===== src/rtl/dram_arb_pkg.sv =====
// Shared types for the data-RAM arbiter: requester identity, FSM states and
// the byte-strobe width used on every write-enable port.
package dram_arb_pkg;

   localparam int unsigned STRB_W = 4;

   typedef enum logic {
      OWN_CPU = 1'b0,
      OWN_DBG = 1'b1
   } owner_e;

   typedef enum logic {
      ARB  = 1'b0,
      LOCK = 1'b1
   } arb_state_e;

endpackage


===== src/rtl/dram_arb_perf.sv =====
// Saturating performance counters for the data-RAM arbiter.
// Compiled only when DRAM_ARB_PERF_EN is defined.
`ifdef DRAM_ARB_PERF_EN
module dram_arb_perf
   import dram_arb_pkg::*;
(
   input  logic        clk,
   input  logic        rst_n,
   input  logic        stall_i,
   input  logic        dbg_gnt_i,
   output logic [31:0] perf_cpu_stall_o,
   output logic [31:0] perf_dbg_gnt_o
);

   // Count CPU stall cycles and debug grants, holding at all-ones.
   always_ff @(posedge clk) begin
      if (!rst_n) begin
         perf_cpu_stall_o <= '0;
         perf_dbg_gnt_o   <= '0;
      end else begin
         if (stall_i && (perf_cpu_stall_o != '1))
            perf_cpu_stall_o <= perf_cpu_stall_o + 32'd1;
         if (dbg_gnt_i && (perf_dbg_gnt_o != '1))
            perf_dbg_gnt_o <= perf_dbg_gnt_o + 32'd1;
      end
   end

endmodule
`endif


===== src/rtl/dram_arbiter.sv =====
// Data-RAM arbiter between the CPU MEM-stage port and the debug/loader port.
// Round-robin on contention, debug lock with a bounded CPU starvation window,
// one-cycle read return to the owning requester.
// Optional feature macro: DRAM_ARB_PERF_EN (adds stall / debug-grant counters).
module dram_arbiter
   import dram_arb_pkg::*;
#(
   parameter int unsigned ADDR_WIDTH = 16,
   parameter int unsigned DATA_WIDTH = 32,
   parameter int unsigned LOCK_MAX   = 8
) (
   input  logic                  clk,
   input  logic                  rst_n,
   input  logic                  cpu_req_i,
   input  logic [STRB_W-1:0]     cpu_we_i,
   input  logic [ADDR_WIDTH-1:0] cpu_addr_i,
   input  logic [DATA_WIDTH-1:0] cpu_wdata_i,
   output logic                  cpu_gnt_o,
   output logic                  cpu_rvalid_o,
   output logic [DATA_WIDTH-1:0] cpu_rdata_o,
   output logic                  stall_o,
   input  logic                  dbg_req_i,
   input  logic [STRB_W-1:0]     dbg_we_i,
   input  logic [ADDR_WIDTH-1:0] dbg_addr_i,
   input  logic [DATA_WIDTH-1:0] dbg_wdata_i,
   input  logic                  dbg_lock_i,
   output logic                  dbg_gnt_o,
   output logic                  dbg_rvalid_o,
   output logic [DATA_WIDTH-1:0] dbg_rdata_o,
`ifdef DRAM_ARB_PERF_EN
   output logic [31:0]           perf_cpu_stall_o,
   output logic [31:0]           perf_dbg_gnt_o,
`endif
   output logic                  mem_en_o,
   output logic [STRB_W-1:0]     mem_we_o,
   output logic [ADDR_WIDTH-1:0] mem_addr_o,
   output logic [DATA_WIDTH-1:0] mem_wdata_o,
   input  logic [DATA_WIDTH-1:0] mem_rdata_i
);

   localparam logic [7:0] LOCK_MAX_C = 8'(LOCK_MAX);

   arb_state_e            state_q;
   owner_e                last_gnt_q;
   logic [7:0]            lock_cnt_q;
   logic                  rd_pending_q;
   owner_e                rd_owner_q;
   logic [DATA_WIDTH-1:0] cpu_rdata_q;
   logic [DATA_WIDTH-1:0] dbg_rdata_q;

   logic cpu_gnt;
   logic dbg_gnt;
   logic cpu_rd;
   logic dbg_rd;

   // Per-cycle grant decision; nothing is granted while reset is held.
   always_comb begin
      cpu_gnt = 1'b0;
      dbg_gnt = 1'b0;
      if (rst_n) begin
         if ((state_q == LOCK) && dbg_lock_i) begin
            // Debug owns the RAM, except for one forced CPU slot after
            // LOCK_MAX locked debug grants, or when debug is idle.
            if ((lock_cnt_q == LOCK_MAX_C) && cpu_req_i)
               cpu_gnt = 1'b1;
            else if (dbg_req_i)
               dbg_gnt = 1'b1;
            else
               cpu_gnt = cpu_req_i;
         end else begin
            // Round-robin; a lock-release cycle in LOCK is arbitrated here too.
            if (cpu_req_i && dbg_req_i) begin
               if (last_gnt_q == OWN_DBG)
                  cpu_gnt = 1'b1;
               else
                  dbg_gnt = 1'b1;
            end else begin
               cpu_gnt = cpu_req_i;
               dbg_gnt = dbg_req_i;
            end
         end
      end
   end

   assign cpu_gnt_o = cpu_gnt;
   assign dbg_gnt_o = dbg_gnt;
   assign stall_o   = cpu_req_i & ~cpu_gnt;

   assign cpu_rd = cpu_gnt && (cpu_we_i == '0);
   assign dbg_rd = dbg_gnt && (dbg_we_i == '0);

   // Route the granted requester onto the RAM port; quiet when idle.
   always_comb begin
      mem_en_o    = cpu_gnt | dbg_gnt;
      mem_we_o    = '0;
      mem_addr_o  = '0;
      mem_wdata_o = '0;
      if (dbg_gnt) begin
         mem_we_o    = dbg_we_i;
         mem_addr_o  = dbg_addr_i;
         mem_wdata_o = dbg_wdata_i;
      end else if (cpu_gnt) begin
         mem_we_o    = cpu_we_i;
         mem_addr_o  = cpu_addr_i;
         mem_wdata_o = cpu_wdata_i;
      end
   end

   // Arbitration FSM: round-robin history, lock entry/exit and lock counter.
   always_ff @(posedge clk) begin
      if (!rst_n) begin
         state_q    <= ARB;
         last_gnt_q <= OWN_DBG;
         lock_cnt_q <= '0;
      end else begin
         if (cpu_gnt)
            last_gnt_q <= OWN_CPU;
         else if (dbg_gnt)
            last_gnt_q <= OWN_DBG;

         case (state_q)
            ARB: begin
               // The grant that takes the lock is the first locked debug grant.
               if (dbg_lock_i && dbg_gnt) begin
                  state_q    <= LOCK;
                  lock_cnt_q <= 8'd1;
               end
            end
            LOCK: begin
               if (!dbg_lock_i) begin
                  state_q    <= ARB;
                  lock_cnt_q <= '0;
               end else if (cpu_gnt && (lock_cnt_q == LOCK_MAX_C)) begin
                  lock_cnt_q <= '0;
               end else if (dbg_gnt && (lock_cnt_q != LOCK_MAX_C)) begin
                  lock_cnt_q <= lock_cnt_q + 8'd1;
               end
            end
            default: begin
               state_q    <= ARB;
               lock_cnt_q <= '0;
            end
         endcase
      end
   end

   // Read tracking: remember who owns the data returning next cycle.
   always_ff @(posedge clk) begin
      if (!rst_n) begin
         rd_pending_q <= 1'b0;
         rd_owner_q   <= OWN_CPU;
         cpu_rdata_q  <= '0;
         dbg_rdata_q  <= '0;
      end else begin
         rd_pending_q <= cpu_rd | dbg_rd;
         rd_owner_q   <= dbg_gnt ? OWN_DBG : OWN_CPU;
         if (cpu_rvalid_o)
            cpu_rdata_q <= mem_rdata_i;
         if (dbg_rvalid_o)
            dbg_rdata_q <= mem_rdata_i;
      end
   end

   // Read data passes straight through in the return cycle, held otherwise.
   assign cpu_rvalid_o = rst_n & rd_pending_q & (rd_owner_q == OWN_CPU);
   assign dbg_rvalid_o = rst_n & rd_pending_q & (rd_owner_q == OWN_DBG);
   assign cpu_rdata_o  = cpu_rvalid_o ? mem_rdata_i : cpu_rdata_q;
   assign dbg_rdata_o  = dbg_rvalid_o ? mem_rdata_i : dbg_rdata_q;

`ifdef DRAM_ARB_PERF_EN
   dram_arb_perf u_perf (
      .clk              (clk),
      .rst_n            (rst_n),
      .stall_i          (stall_o),
      .dbg_gnt_i        (dbg_gnt),
      .perf_cpu_stall_o (perf_cpu_stall_o),
      .perf_dbg_gnt_o   (perf_dbg_gnt_o)
   );
`else
   // No performance counters in this build.
`endif

endmodule


===== config.mk =====
export PLATFORM = sky130hd
export DESIGN_NAME = dram_arbiter
export DESIGN_NICKNAME = d
export VERILOG_FILES = /design/src/rtl/dram_arb_pkg.sv /design/src/rtl/dram_arb_perf.sv /design/src/rtl/dram_arbiter.sv
export SDC_FILE = /design/constraint.sdc
export NUM_CORES = 1
export LEC_CHECK = 0
export CAP_MARGIN = 20
export CORE_MARGIN = 5
export CORE_UTILIZATION = 35
export CTS_CLUSTER_SIZE = 16
export DETAILED_ROUTE_END_ITERATION = 10
export PLACE_DENSITY = 0.87
export SYNTH_ARGS = -nofsm -noshare
export SYNTH_HDL_FRONTEND = slang
export SYNTH_SLANG_ARGS = --single-unit
export TNS_END_PERCENT = 20

===== constraint.sdc =====
create_clock -name clk -period 3.7 [get_ports clk]
set_input_delay 1.11 -clock clk [delete_from_list [all_inputs] [get_ports clk]]
set_output_delay 1.11 -clock clk [all_outputs]
set_load 0.01 [all_outputs]

== Word-level counts from Yosys, hierarchy flattened ==
Cells that the tools add are included.
Storage, ports and cells
  register bits: 76
  input port bits: 141
  output and inout port bits: 122
  logic and storage cells: 64
Cells by class
  add/subtract/negate cells: 1
  equal/unequal tests: 4
  multiplexer cells: 31
  bitwise gates (word level): 9
  reduce and logical (&&, ||, !) cells: 12
Operator list (number)
  2-to-1 mux 32 bit: 4
  2-to-1 mux 16 bit: 2
  2-to-1 mux 8 bit: 4
  2-to-1 mux 1 bit: 17
  case mux 8 bit (2 select lines): 1
  adder 8 x 1 -> 8 bit, second input constant: 1
  == test 8 x 4 -> 1 bit, second input constant: 1
  logical AND 1 bit: 8
  logical NOT 4 bit: 2
  2-to-1 mux 4 bit: 2
  != test 8 x 4 -> 1 bit, second input constant: 1
  AND 1 bit: 4
  != test 4 x 2 -> 1 bit, second input constant: 1
  inverter 1 bit: 3
  != test 2 bit, second input constant: 1
  bitwise OR 1 bit: 2
  case mux 1 bit (2 select lines): 1
  AND reduction 2 bit: 1
  nonzero test 2 bit: 1

== Longest topological paths before layout ==
Gate-level depths: netlist of the first run.
  word-level depth: 10
  depth in mapped cells: 8

== Worst setup path after synthesis of the first run ==
OpenSTA, ideal clock, no wires.
  path kind: input to output
  from: in dbg_lock_i
  to: out mem_addr_o[11]
  arrival: 2.130 ns
  required time: 2.590 ns
  slack: 0.460 ns
  stages on the path: 6
  buffers on the path: 2
  cell sequence: and2_1 > a31o_2 > a21oi_2 > buf_6 > buf_6 > a22o_1
Between the ends
  cells in the longest elaborated chain, start to end: 5
  elaborated cells on any way between the ends: 7
RTL lines
  start: declaration: line dram_arbiter.sv:26  | input logic dbg_lock_i,
  logical AND 1 bit *: line dram_arbiter.sv:61  | if ((state_q == LOCK) && dbg_lock_i) begin
  2-to-1 mux 1 bit: line dram_arbiter.sv:61
  2-to-1 mux 1 bit: line dram_arbiter.sv:60  | if (rst_n) begin
  2-to-1 mux 16 bit: line dram_arbiter.sv:102  | end else if (cpu_gnt) begin
  2-to-1 mux 16 bit *: line dram_arbiter.sv:98  | if (dbg_gnt) begin
  end: declaration: line dram_arbiter.sv:36  | output logic [ADDR_WIDTH-1:0] mem_addr_o,
Mark *: on every way between the ends. The rest lies on a longest branch, timed or not.

== Final worst setup path of the first run ==
  from: in rst_n
  to: out cpu_rdata_o[24]
Between the ends
  cells in the longest elaborated chain, start to end: 3
RTL lines
  start: declaration: line dram_arbiter.sv:13  | input logic rst_n,
  AND 1 bit (2 in a row): line dram_arbiter.sv:165  | assign cpu_rvalid_o = rst_n & rd_pending_q & (rd_owner_q == OWN_CPU);
  2-to-1 mux 32 bit
  end: declaration: line dram_arbiter.sv:20  | output logic [DATA_WIDTH-1:0] cpu_rdata_o,
No other way between the ends.

==> metrics.csv, run 1 <==
stage,metric,value,unit
run_status,status,finished clean,
synth,syn_nets,502,
setup_path,crit_family,buffers and inverters,
global_route,first_global_vias,4098,
synth,synth_edf_count,0,
sta,min_period,3630,ps
detailed_routing,viasPerCell,5.07,
sta,setup_tns,0,ps
synth,ys_warn_count,0,
cts,numCtsBuffers,9,
global_route,antenna_found_initial,0,
setup_path,critPathLaunchType,input pin,
synth,yosys.cell_types.count,41,
synth,synth_most_common_cell,dfxtp_1,
cts,htreeDepth,3,
cts,ctsHoldBuffers,0,
floorplanning,fp-row-count,38,
setup_path,critPathArrivalTime,2520,ps
finish,n_antenna_cell,0,
global_route,grt_max_degree,43,
synth,synth.avg_cell_area,10.5,um^2
synth,yosys.area.top_type_share,40.2,%
sta,finClkSkew,8.00,ps
sta,holdWs,504,ps
pwr,p_int,1410,uW
detailed_routing,final_antenna_net_count,0,
floorplanning,die_w,114,um
cts,cts_tree,done,
synth,synth.area.top_cells,"dfxtp_1 (40%), a22o_1 (12%), and2_1 (11%)",
sta,fmax,275,MHz
synth,async_flop_share,0,%
synth,syn_area,3780,um^2
placed_design,dpl.cell_count,752,
placed_design,dpl.hpwl,11700,um
sta,hold_violations,0,
placed_design,place.gp.congestion,0.905,
global_route,grt_overflow_total,0,
setup_path,ff2ff_setup_slack,1670,ps
synth,synth_common_cells,"dfxtp_1 (76), and2_1 (65), a22o_1 (52)",
cts,clk_pin_slew,80,ps
setup_path,path_cells,"buf_2, nand3b_1, buf_12, mux2_2, clkdlybuf4s50_1",
cts,clk_latency,330,ps
global_route,grt_pass1_wl,22500,um
setup_path,crit_required,2590,ps
floorplanning,initial_core_util,35.4,%
floorplanning,boundaryPins,263,
cts,numClockSinks,76,
pwr,p_sw,465,uW
setup_path,crit_slowest_cell,clkdlybuf4s50_1,
detailed_routing,drt_wl_total,15100,um
pwr,pwr-share-seq,44.0,%
pwr,powerDensity,272,nW/um^2
placed_design,placed_area,6620,um^2
floorplanning,core,10700,um^2
finish,finalInstanceArea,6900,um^2
synth,synthFlopType,dfxtp_1,
floorplanning,dieArea,13000,um^2
min_path,hp-class,reg -> reg,
pwr,p_clk_share,33.2,%
detailed_routing,first_pass_iters,4,
setup_path,critPathMaxStageDelay,500,ps
detailed_routing,drt_iter0_markers,198,
setup_path,end_kind,output port,
finish,fin_cells,779,
detailed_routing,drc_errors,0,
sta,worst_pin_slew,523,ps
pwr,power_leakage,0.00305,uW
pwr,switching_share,24.8,%
synth,postSynthCellCount,359,
global_route,grtUsageTotal,22.2,%
synth,yosys.area.top_type,dfxtp_1,
pwr,ir_drop,0.186,mV
sta,relSlewSlack,64.7,%
finish,syn_to_final_growth,82.5,%
finish,drive_gt1_share,20.2,%
floorplanning,die_h,114,um
cts,clockRootBuffer,clkbuf_8,
sta,slew_viol_final,0,
sta,fin_crit_sh,98.2,%
detailed_routing,routedWlPerCell,19.4,um
cts,cts_buffer_depth,2,
finish,utilization,64.5,%
setup_path,cp_num_buf_inv,3,
synth,ys_ff_latch,76,
pwr,combPwrFrac,22.8,%
setup_path,crit_fanout,33,
detailed_routing,num_vias,3946,
setup_path,critPathKind,in -> out,
synth,yosysSeqAreaShare,40.2,%
placed_design,portBuffers,262,
flow_run,maxCapViolations,0,
finish,final_nets,778,
sta,setup_violations,0,
-- power groups by stage --
stage                     Clock, uW  Combinational (uW)  Sequential (uW)
final                           624                 427              827
after global routing            682                 452              827
after CTS                       641                 428              826
after detailed placement          0                 426              846
after global placement            0                 420              845
after floorplan                   0                 131              844
-- worst paths after layout --
path                          end  depth (start not counted)           from
setup / recovery  cpu_rdata_o[24]                          5          rst_n
hold reg to reg     lock_cnt_q[1]                          2  lock_cnt_q[1]
setup reg to reg          state_q                         10  lock_cnt_q[0]
hold / removal      lock_cnt_q[1]                          2  lock_cnt_q[1]
-- what timing repair did --
action | CTS | global route
cloned | 3 | 1
endpoints found under the setup margin | 56 | 55
pin swaps | 3 | 3
resized for setup | 155 | 25
buffers inserted | 5 | 4
-- stage by stage --
stage	setup slack [ps]	power, uW
2_1_floorplan	460	976
3_3_place_gp	-706	1270
3_5_place_dp	-698	1270
4_1_cts	-110	1900
5_1_grt	-3.73	1960
6_report	65.1	1880
-- routing by layer --
metal / track usage [%] / up-vias / wire length (um)
li1: - / 1866 / -
met1: 25.4 / 1852 / 5760
met2: 40.9 / 209 / 7940
met3: 5.84 / 19 / 1200
met4: 5.38 / 0 / 242
met5: 0 / - / 0
-- worst reg2reg max path, delay by kind of cell (launching register included) --
kind,cells,cell delay [ps]
flip-flops,1,390
AND/OR/NAND/NOR,1,240
adder cells (fa/ha/maj),1,230
buffers and inverters,5,580
AO/OA/AOI/OAI,3,550
-- cells in the final DEF (no fill, tap or decap), types with 4 or more instances in the layout --
master | Yosys | final
and2_1 | 65 | 64
dfxtp_1 | 76 | 76
inv_1 | 5 | 5
a21oi_1 | 5 | 4
clkbuf_2 | 0 | 9
dlymetal6s2s_1 | 0 | 4
nand2_1 | 9 | 8
nand3_1 | 6 | 5
buf_6 | 9 | 5
clkdlybuf4s50_1 | 0 | 199
mux2_2 | 35 | 35
clkbuf_8 | 0 | 10
a31oi_1 | 7 | 6
buf_4 | 1 | 16
mux2_1 | 29 | 29
a22o_1 | 52 | 49
buf_2 | 10 | 21
clkdlybuf4s15_1 | 0 | 8
buf_12 | 0 | 7
clkdlybuf4s15_2 | 0 | 6
dlygate4sd2_1 | 0 | 14
o21ai_0 | 4 | 4
-- state kept, by name, indices dropped and copies added, names as in the netlist --
name,flops
cpu_rdata_q,32
last_gnt_q,1
dbg_rdata_q,32
state_q,1
lock_cnt_q,8
rd_owner_q,1
rd_pending_q,1
-- kinds of logic (layout without fill, tap and decap cells) --
logic type / Yosys count / count (layout) / synth area share [%]
compound gates: 88 / 88 / 18.9
mux: 65 / 65 / 19.3
buf+inv: 32 / 312 / 5.39
flops: 76 / 76 / 40.2
simple gates: 96 / 96 / 15.5
fa+ha+maj: 2 / 2 / 0.661
-- final cells by class --
type	instances	area, um^2
fill	868	3800
inverter	5	18.8
tap	140	175
sequential	76	1520
clock inverter	4	50.0
multi-input combinational	251	2130
timing repair buffer	292	2860
clock buffer	11	141
No activity file was read; power rests on OpenSTA's default activity.
==> inputs of run 2 (changes only) <==
- clock period: 3.7 -> 3.82 ns (I/O delays scaled with it)
==> run 2 against run 1 <==
Compared with the run above:
- combinational power decreased by 5.9%
- critical path type unchanged
- flip-flop and latch count unchanged
- largest power group unchanged
- highest routed layer unchanged
- cell count decreased by 1.2%
- largest cell class unchanged
- utilization decreased by 0.30 points
==> metrics.csv, run 2 (synthesis gave the netlist of run 1 again) <==
stage,metric,value,unit,change
detailed_routing,drt_wl_total,14400,um,was 15100 um
cts,numClockSinks,76,,unchanged
min_path,holdPathStages,2,,unchanged
placed_design,place.gp.congestion,0.886,,was 0.905
setup_path,critPathMaxStageDelay,250,ps,was 500 ps
setup_path,end_kind,output port,,unchanged
sta,slew_viol_final,0,,unchanged
cts,clk_pin_slew,70,ps,was 80 ps
setup_path,critPathArrivalTime,2650,ps,was 2520 ps
setup_path,ff2ff_setup_slack,1970,ps,was 1670 ps
finish,final_nets,769,,was 778
setup_path,reg2regPathDepth,6,,was 10
setup_path,crit_slowest_cell,a31o_4,,was clkdlybuf4s50_1
pwr,power_leakage,0.00294,uW,was 0.00305 uW
sta,relSlewSlack,64.3,%,was 64.7%
setup_path,crit_required,2670,ps,was 2590 ps
global_route,antenna_found_initial,0,,unchanged
setup_path,crit_family,buffers and inverters,,unchanged
floorplanning,die_h,114,um,unchanged
detailed_routing,routedWlPerCell,18.7,um,was 19.4 um
detailed_routing,drt_iter0_markers,212,,was 198
placed_design,dpl.cell_count,751,,was 752
floorplanning,die_w,114,um,unchanged
setup_path,critPathKind,in -> out,,unchanged
finish,fillers,889,,was 868
finish,n_antenna_cell,0,,unchanged
sta,fin_crit_sh,99.5,%,
finish,utilization,64.2,%,was 64.5%
setup_path,crit_top_cell,clkdlybuf4s15_2,,
finish,finalInstanceArea,6870,um^2,was 6900 um^2
sta,rsz0062_at_grt,true,,
run_status,status,finished clean,,unchanged
sta,hold_violations,0,,unchanged
finish,final_cell_mix,"clkdlybuf4s50_1 (203), dfxtp_1 (76), and2_1 (64), a22o_1 (49), mux2_2 (35)",,"was clkdlybuf4s50_1 (199), dfxtp_1 (76), and2_1 (64), a22o_1 (49), mux2_2 (35)"
finish,multi_input_area,2130,um^2,unchanged
setup_path,crit_fanout,17,,was 33
setup_path,path_cells,"clkdlybuf4s15_2, and2_4, a31o_4, a21oi_4, buf_4, buf_12, a22o_1, clkdlybuf4s15_2",,"was buf_2, nand3b_1, buf_12, mux2_2, clkdlybuf4s50_1"
setup_path,cp_num_buf_inv,4,,was 3
global_route,grt_overflow_total,0,,unchanged
sta,setup_tns,0,ps,unchanged
finish,reg_top3,"cpu_rdata_q (32), dbg_rdata_q (32), lock_cnt_q (8)",,unchanged
setup_path,reg2reg_to,lock_cnt_q[5],,was state_q
cts,clk_latency,330,ps,about the same
sta,fmax,263,MHz,
global_route,grt_pass1_wl,21700,um,was 22500 um
global_route,first_global_vias,4035,,was 4098
detailed_routing,drc_errors,0,,unchanged
cts,cts_buffer_depth,2,,unchanged
global_route,grt_max_degree,43,,unchanged
detailed_routing,viasPerCell,5.02,,was 5.07
detailed_routing,first_pass_iters,4,,unchanged
global_route,grtUsageTotal,21.2,%,was 22.2%
finish,regArea,1520,um^2,unchanged
sta,finClkSkew,8.73,ps,was 8.00 ps
finish,fin_cells,770,,was 779
sta,setup_violations,0,,unchanged
pwr,power,1820,uW,was 1880 uW
detailed_routing,final_antenna_net_count,0,,unchanged
finish,final_common_cell,clkdlybuf4s50_1,,unchanged
cts,clockRootBuffer,clkbuf_8,,unchanged
placed_design,portBuffers,262,,unchanged
placed_design,placed_area,6620,um^2,about the same
floorplanning,boundaryPins,263,,unchanged
floorplanning,core,10700,um^2,unchanged
cts,numCtsBuffers,9,,unchanged
cts,cts_tree,done,,unchanged
cts,ctsHoldBuffers,0,,unchanged
pwr,powerDensity,264,nW/um^2,was 272 nW/um^2
sta,min_period,3800,ps,
floorplanning,fp-row-count,38,,unchanged
min_path,min_to,lock_cnt_q[1],,unchanged
cts,htreeDepth,3,,unchanged
min_path,hp-class,reg -> reg,,unchanged
pwr,ir_drop,0.180,mV,was 0.186 mV
detailed_routing,num_vias,3869,,was 3946
flow_run,maxCapViolations,0,,unchanged
setup_path,critPathLaunchType,input pin,,unchanged
setup_path,timing.rr.start,lock_cnt_q[0],,unchanged
min_path,hp-start,lock_cnt_q[1],,unchanged
floorplanning,initial_core_util,35.4,%,unchanged
floorplanning,dieArea,13000,um^2,unchanged
finish,drive_gt1_share,17.1,%,was 20.2%
sta,worst_pin_slew,533,ps,was 523 ps
finish,syn_to_final_growth,81.6,%,was 82.5%
placed_design,dpl.hpwl,11600,um,was 11700 um
==> run 2: layer usage <==
metal,share of wire (%),track usage [%],vias to the layer above
li1,-,-,1846
met1,38,23.9,1828
met2,50,37.7,175
met3,8.5,6.47,20
met4,3.0,7.13,0
met5,0,0,-
==> run 2: power by group <==
part | switching (uW) | internal [uW]
Sequential | 3.25 | 797
Combinational | 153 | 250
Clock | 278 | 336
==> run 2: what timing repair did <==
item | 4_1_cts | 5_1_grt
pin swaps | 2 | 0
endpoints found under the setup margin | 56 | 23
buffers inserted | 3 | 0
resized for setup | 128 | 18
cloned | 2 | 0
==> run 2: final cells by class <==
type                    instances  area share (%)
flip-flops and latches         76            22.1
clock inverters                 3           0.674
repair buffers                283            41.1
inverters                       5           0.273
multi-input cells             251            31.0
well taps                     140            2.55
clock buffers                  12            2.26
==> run 2: worst max path at each step <==
stage,cells after the start,to,slack (ps),startpoint
after floorplan,6,mem_addr_o[11],510,dbg_lock_i
after global placement,7,mem_wdata_o[20],-650,dbg_lock_i
after detailed placement,7,mem_wdata_o[20],-670,dbg_lock_i
after CTS,9,mem_addr_o[0],2,dbg_lock_i
after global routing,6,mem_wdata_o[23],-30,dbg_req_i
final,8,mem_wdata_o[23],20,dbg_lock_i
==> run 2: stage by stage <==
step                      hold WS (ps)  worst slack [ps]
after floorplan                    458               508
after global placement             481              -648
after detailed placement           491              -669
after CTS                          508              1.79
after global routing               533             -29.4
final                              505              20.9
==> run 2: tightest hold or removal path: cells and delay by family, from the launching register on <==
| family | cells | cell delay (ps) |
|---|---|---|
| flip-flops | 1 | 340 |
| multiplexers | 1 | 50 |
| AND/OR/NAND/NOR | 1 | 60 |
==> inputs of run 3 (changes only) <==
- CORE_ASPECT_RATIO: unset -> 1.1
- CORE_UTILIZATION: 35 -> 32
- PLACE_DENSITY: 0.87 -> 0.84
- clock period: 3.82 -> 3.3 ns (I/O delays scaled with it)
==> run 3 against run 2 <==
Compared with the run above:
- the flow now finishes with violations (negative setup slack)
- cell count up 3.8%
- register-to-register slack worse by 510 ps
- utilization fell by 2.7 points
- worst hold slack worse by 24 ps
==> metrics.csv, run 3 (synthesis gave the netlist of run 1 again) <==
stage,metric,value,unit,change
run_status,status,"complete, but fails checks",,was finished clean
run_status,violations,negative setup slack,,
finish,n_antenna_cell,0,,unchanged
floorplanning,fp-row-count,41,,was 38
detailed_routing,drt_wl_total,15400,um,was 14400 um
cts,cts_buffer_depth,2,,unchanged
placed_design,place.gp.congestion,0.923,,was 0.886
placed_design,place_ws,-822,ps,was -669 ps
finish,syn_to_final_growth,87.7,%,was 81.6%
placed_design,dpl.hpwl,11500,um,was 11600 um
setup_path,crit_required,2310,ps,was 2670 ps
finish,final_cell_mix,"clkdlybuf4s50_1 (143), dfxtp_1 (75), and2_1 (64), a22o_1 (51), buf_2 (46)",,"was clkdlybuf4s50_1 (203), dfxtp_1 (76), and2_1 (64), a22o_1 (49), mux2_2 (35)"
finish,regArea,1520,um^2,about the same
sta,finClkSkew,5.72,ps,was 8.73 ps
detailed_routing,first_pass_iters,5,,was 4
detailed_routing,num_vias,3984,,was 3869
floorplanning,boundaryPins,263,,unchanged
setup_path,critPathLaunchType,input pin,,unchanged
setup_path,critPathKind,in -> out,,unchanged
placed_design,portBuffers,262,,unchanged
finish,drive_gt1_share,24.5,%,was 17.1%
finish,reg_top3,"cpu_rdata_q (32), dbg_rdata_q (32), lock_cnt_q (8)",,unchanged
sta,relSlewSlack,62.5,%,was 64.3%
sta,fin_crit_sh,101,%,
finish,utilization,61.5,%,was 64.2%
cts,clockRootBuffer,clkbuf_16,,was clkbuf_8
floorplanning,die_h,124,um,was 114 um
pwr,power_leakage,0.00370,uW,was 0.00294 uW
finish,multi_input_area,2140,um^2,was 2130 um^2
sta,fmax,300,MHz,
finish,final_common_cell,clkdlybuf4s50_1,,unchanged
detailed_routing,routedWlPerCell,19.2,um,was 18.7 um
sta,worst_pin_slew,555,ps,was 533 ps
setup_path,ff2ff_setup_slack,1460,ps,was 1970 ps
global_route,grt_overflow_total,0,,unchanged
detailed_routing,drt_iter0_markers,252,,was 212
sta,min_period,3330,ps,
global_route,antenna_found_initial,0,,unchanged
detailed_routing,drc_errors,0,,unchanged
sta,rsz0062_at_grt,true,,unchanged
setup_path,crit_fanout,6,,was 17
flow_run,maxCapViolations,0,,unchanged
floorplanning,initial_core_util,32.8,%,was 35.4%
floorplanning,core,11500,um^2,was 10700 um^2
floorplanning,die_w,114,um,about the same
global_route,first_global_vias,4097,,was 4035
pwr,powerDensity,330,nW/um^2,was 264 nW/um^2
pwr,ir_drop,0.258,mV,was 0.180 mV
cts,numClockSinks,76,,unchanged
finish,fin_cells,799,,was 770
setup_path,critPathArrivalTime,2340,ps,was 2650 ps
placed_design,dpl.cell_count,764,,was 751
setup_path,end_kind,output port,,unchanged
cts,cts_tree,done,,unchanged
detailed_routing,viasPerCell,4.99,,was 5.02
cts,clk_latency,320,ps,was 330 ps
sta,setup_violations,5,,was 0
global_route,grt_pass1_wl,22100,um,was 21700 um
sta,slew_viol_final,0,,unchanged
global_route,grt_max_degree,45,,was 43
cts,htreeDepth,3,,unchanged
cts,ctsHoldBuffers,0,,unchanged
global_route,grtUsageTotal,19.9,%,was 21.2%
finish,final_nets,787,,was 769
min_path,hp-class,reg -> reg,,unchanged
sta,holdWs,482,ps,was 505 ps
finish,fillers,984,,was 889
cts,numCtsBuffers,9,,unchanged
floorplanning,dieArea,14100,um^2,was 13000 um^2
sta,layout_setup_ws,-30.4,ps,was 20.9 ps
sta,hold_violations,0,,unchanged
cts,clk_pin_slew,60,ps,was 70 ps
detailed_routing,final_antenna_net_count,0,,unchanged
-- run 3: cell count changes in the layout (fill, tap and decap cells not counted), sizes merged, moves of 3 or more --
cell	change
clkdlybuf4s50	-60
dlymetal6s2s	+23
dlygate4sd2	+20
clkdlybuf4s15	-26
inv	+3
buf	+59
-- run 3: timing repair --
action	4_1_cts	5_1_grt
pin swaps	10	40
gates resized for setup	267	54
buffers inserted	10	2
cloned	7	0
setup endpoints to repair	118	82
-- run 3: layout make-up --
cell class / count / area share, %
clock buffers: 9 / 3.17
clock inverters: 7 / 0.846
inverters: 5 / 0.264
multi-input cells: 251 / 30.1
flip-flops and latches: 76 / 21.4
well taps: 150 / 2.64
repair buffers: 301 / 41.5
-- run 3: final timing paths --
kind / start / end / cells past startpoint
worst max-delay path: dbg_lock_i / mem_wdata_o[11] / 9
worst min-delay path: lock_cnt_q[1] / lock_cnt_q[1] / 2
worst max register to register: lock_cnt_q[0] / state_q / 9
worst min register to register: lock_cnt_q[1] / lock_cnt_q[1] / 2
-- run 3: through the flow --
| stage | cell area [um^2] | setup TNS (ps) | power, uW |
|---|---|---|---|
| finish | 7100 | -61.2 | 2340 |
| global route | 7100 | -1480 | 2430 |
| CTS | 7040 | -330 | 2360 |
| detailed placement | 6630 | -46160 | 1410 |
| global placement | 6630 | -44240 | 1410 |
| floorplan | 3780 | 0 | 1090 |
-- run 3: critical path: stages --
cell and delay (ps):
buf_8 100, and2_4 140, a31o_4 240, a21oi_4 170, buf_12 150, buf_6 110
buf_16 110, a22o_1 180, buf_2 150
-- run 3: power breakdown --
part / internal [uW] / switching, uW
combinational: 311 / 189
sequential: 924 / 3.55
clock: 521 / 395
total: 1750 / 588
-- run 3: per-layer routing --
metal  up-vias  routed length (um)  track usage [%]
li1       1890                   -                -
met1      1891                6080             24.7
met2       185                7720             33.4
met3        18                1380             7.14
met4         0                 202             4.36
met5         -                   0                0
==> variant, RTL diff (flow settings as in run 2) <==
The option `DRAM_ARB_PERF_EN` is turned on by a define.
--- a/src/rtl/dram_arb_perf.sv
+++ b/src/rtl/dram_arb_perf.sv
@@ -1,5 +1,7 @@
 // Saturating performance counters for the data-RAM arbiter.
 // Compiled only when DRAM_ARB_PERF_EN is defined.
+`define DRAM_ARB_PERF_EN
+
 `ifdef DRAM_ARB_PERF_EN
 module dram_arb_perf
    import dram_arb_pkg::*;
Behaviour (old outputs only; new: perf_cpu_stall_o and perf_dbg_gnt_o): unchanged (Yosys induction, for registers that start in step).
==> variant against run 2 <==
- setup slack gained 42 ps
- area after synthesis grew 88%
- critical path type unchanged
- critical path depth shrank 1
- critical endpoint is now mem_wdata_o[27]
- final cell count grew 91%
- sequential cell count grew 64
- wire length grew 90%
- total power grew 94%
- design area grew 70%
==> variant: results (changes against run 2) <==
INFO  metric layout_cells_sized_above_1 = 15.0% (was 17.1%)
INFO  metric gr-usage-met2 = 33.8% (was 37.7%)
INFO  metric clock_insertion_delay_worst_skew = 420 ps (was 330 ps)
INFO  metric cts_made_buffers = 17 (was 9)
INFO  metric grt_max_degree = 45 (was 43)
INFO  metric r2r_slack = 320 ps (was 1970 ps)
INFO  metric switching_share = 26.0% (was 23.9%)
INFO  metric critical_path_peak_fanout = 14 (was 17)
INFO  metric drt_first_iter_violations = 606 (was 212)
INFO  metric max_slew.worst_pin.slew = 921 ps (was 533 ps)
INFO  metric result_of_the_run = finished, final reports clean (unchanged)
INFO  metric worstHoldPathCells = 2 (unchanged)
INFO  metric numPlacedInstances = 1415 (was 751)
INFO  metric use_met3 = 7.67% (was 6.47%)
INFO  metric vias_in_the_first_global_route = 7469 (was 4035)
INFO  metric grt_antenna_before_repair = 4 (was 0)
INFO  metric largest_cells_by_area_after_synthesis = sky130_fd_sc_hd__dfxtp_1 (39%), sky130_fd_sc_hd__nand2_1 (7.7%), sky130_fd_sc_hd__a22o_1 (6.4%) (was sky130_fd_sc_hd__dfxtp_1 (40%), sky130_fd_sc_hd__a22o_1 (12%), sky130_fd_sc_hd__and2_1 (11%))
INFO  metric grtUsageMet1 = 30.9% (was 23.9%)
INFO  metric setup.worst_path.start = dbg_req_i (was dbg_lock_i)
INFO  metric syn_nets = 978 (was 502)
INFO  metric finish.net_count = 1333 (was 769)
INFO  metric detail_route.wirelength = 27400 µm (was 14400 µm)
INFO  metric synth.top_cells.by_count = sky130_fd_sc_hd__nand2_1 (147), sky130_fd_sc_hd__dfxtp_1 (140), sky130_fd_sc_hd__and2_1 (71) (was sky130_fd_sc_hd__dfxtp_1 (76), sky130_fd_sc_hd__and2_1 (65), sky130_fd_sc_hd__a22o_1 (52))
INFO  metric dpl.hpwl = 20600 µm (was 11600 µm)
INFO  metric route.detailed.vias_per_inst = 5.33 (was 5.02)
INFO  metric h-tree-depth = 4 (was 3)
INFO  metric clock-skew-final = 16.1 ps (was 8.73 ps)
INFO  metric synth_sequential_area_ratio = 39.3% (was 40.2%)
INFO  metric post_layout_nonfiller_instances = 1471 (was 770)
INFO  metric grtUsageTotal = 22.6% (was 21.2%)
INFO  metric cp.arrival = 2610 ps (was 2650 ps)
INFO  metric final_period_minus_worst_setup_slack = 3760 ps (was 3800 ps)
INFO  metric grt_pass1_wl = 42300 µm (was 21700 µm)
INFO  metric synthDistinctLibCells = 63 (was 41)
INFO  metric synthCells = 833 (was 359)
variant: cell types whose count changed in the layout (fill, tap and decap cells not counted), sizes merged, moves of 25 or more:
cell	run 2	this run
clkdlybuf4s50	203	266
o21ai	4	29
or4	1	27
buf	33	70
nand2	9	147
a21oi	6	39
mux2	64	32
o31ai	1	28
dfxtp	76	140
variant: how the worst min path moves through the flow:
stage                                start                          end  slack (ps)
2_1_floorplan                lock_cnt_q[1]                lock_cnt_q[1]         460
3_3_place_gp     u_perf.perf_dbg_gnt_o[25]    u_perf.perf_dbg_gnt_o[25]         460
3_5_place_dp   u_perf.perf_cpu_stall_o[15]  u_perf.perf_cpu_stall_o[15]         480
4_1_cts          u_perf.perf_dbg_gnt_o[25]    u_perf.perf_dbg_gnt_o[25]         490
5_1_grt        u_perf.perf_cpu_stall_o[15]  u_perf.perf_cpu_stall_o[15]         510
6_report         u_perf.perf_dbg_gnt_o[25]    u_perf.perf_dbg_gnt_o[25]         490
variant: area by class of cell:
type / instances / area [µm²]
fillers: 1739 / 8490
multi-input cells: 624 / 4070
repair buffers: 388 / 3850
flip-flops and latches: 140 / 2800
clock buffers: 17 / 425
well taps: 270 / 338
clock inverters: 15 / 129
inverters: 17 / 66.3
variant: kinds of logic after synthesis:
group	Yosys count	share of synthesized area [%]
DFF	140	39.3
and+or+nand+nor	380	29.1
muxes	47	7.16
adders and majority gates	4	0.702
AOI/OAI and AO/OA	193	19.7
buffers and inverters	69	4.02
variant: routing by layer:
| metal | vias to the layer above | share of wire, % |
|---|---|---|
| met1 | 3671 | 44 |
| met5 | - | 0.20 |
| li1 | 3791 | - |
| met3 | 51 | 9.3 |
| met2 | 312 | 44 |
| met4 | 10 | 2.7 |
variant: metrics by stage:
step	hold WS, ps	instance area, µm²	util (%)
after floorplan	460	7130	-
after global placement	465	10900	53.8
after detailed placement	482	10900	53.8
after CTS	492	11700	57.9
after global routing	512	11700	57.9
final	485	11700	57.9
variant: what timing repair did:
action / 4_1_cts / 5_1_grt
pin swaps: 2 / 0
endpoints found under the setup margin: 56 / 37
gates cloned: 3 / 0
hold buffers: 0 / 0
resized for setup: 146 / 7
buffers inserted: 20 / 0
variant: critical path: stages:
cell and delay, ps:
sky130_fd_sc_hd__dlygate4sd2_1 250, sky130_fd_sc_hd__buf_4 160, sky130_fd_sc_hd__a211oi_4 230, sky130_fd_sc_hd__buf_6 160
sky130_fd_sc_hd__bufbuf_16 290, sky130_fd_sc_hd__a22o_1 150, sky130_fd_sc_hd__clkdlybuf4s15_2 220
variant: power groups by stage:
stage	combinational (mW)	sequential, mW	clock (mW)
finish	0.482	1.48	1.56
detailed placement	0.469	1.51	0
floorplan	0.150	1.51	0
global route	0.510	1.48	1.67
global placement	0.468	1.51	0
CTS	0.481	1.48	1.60
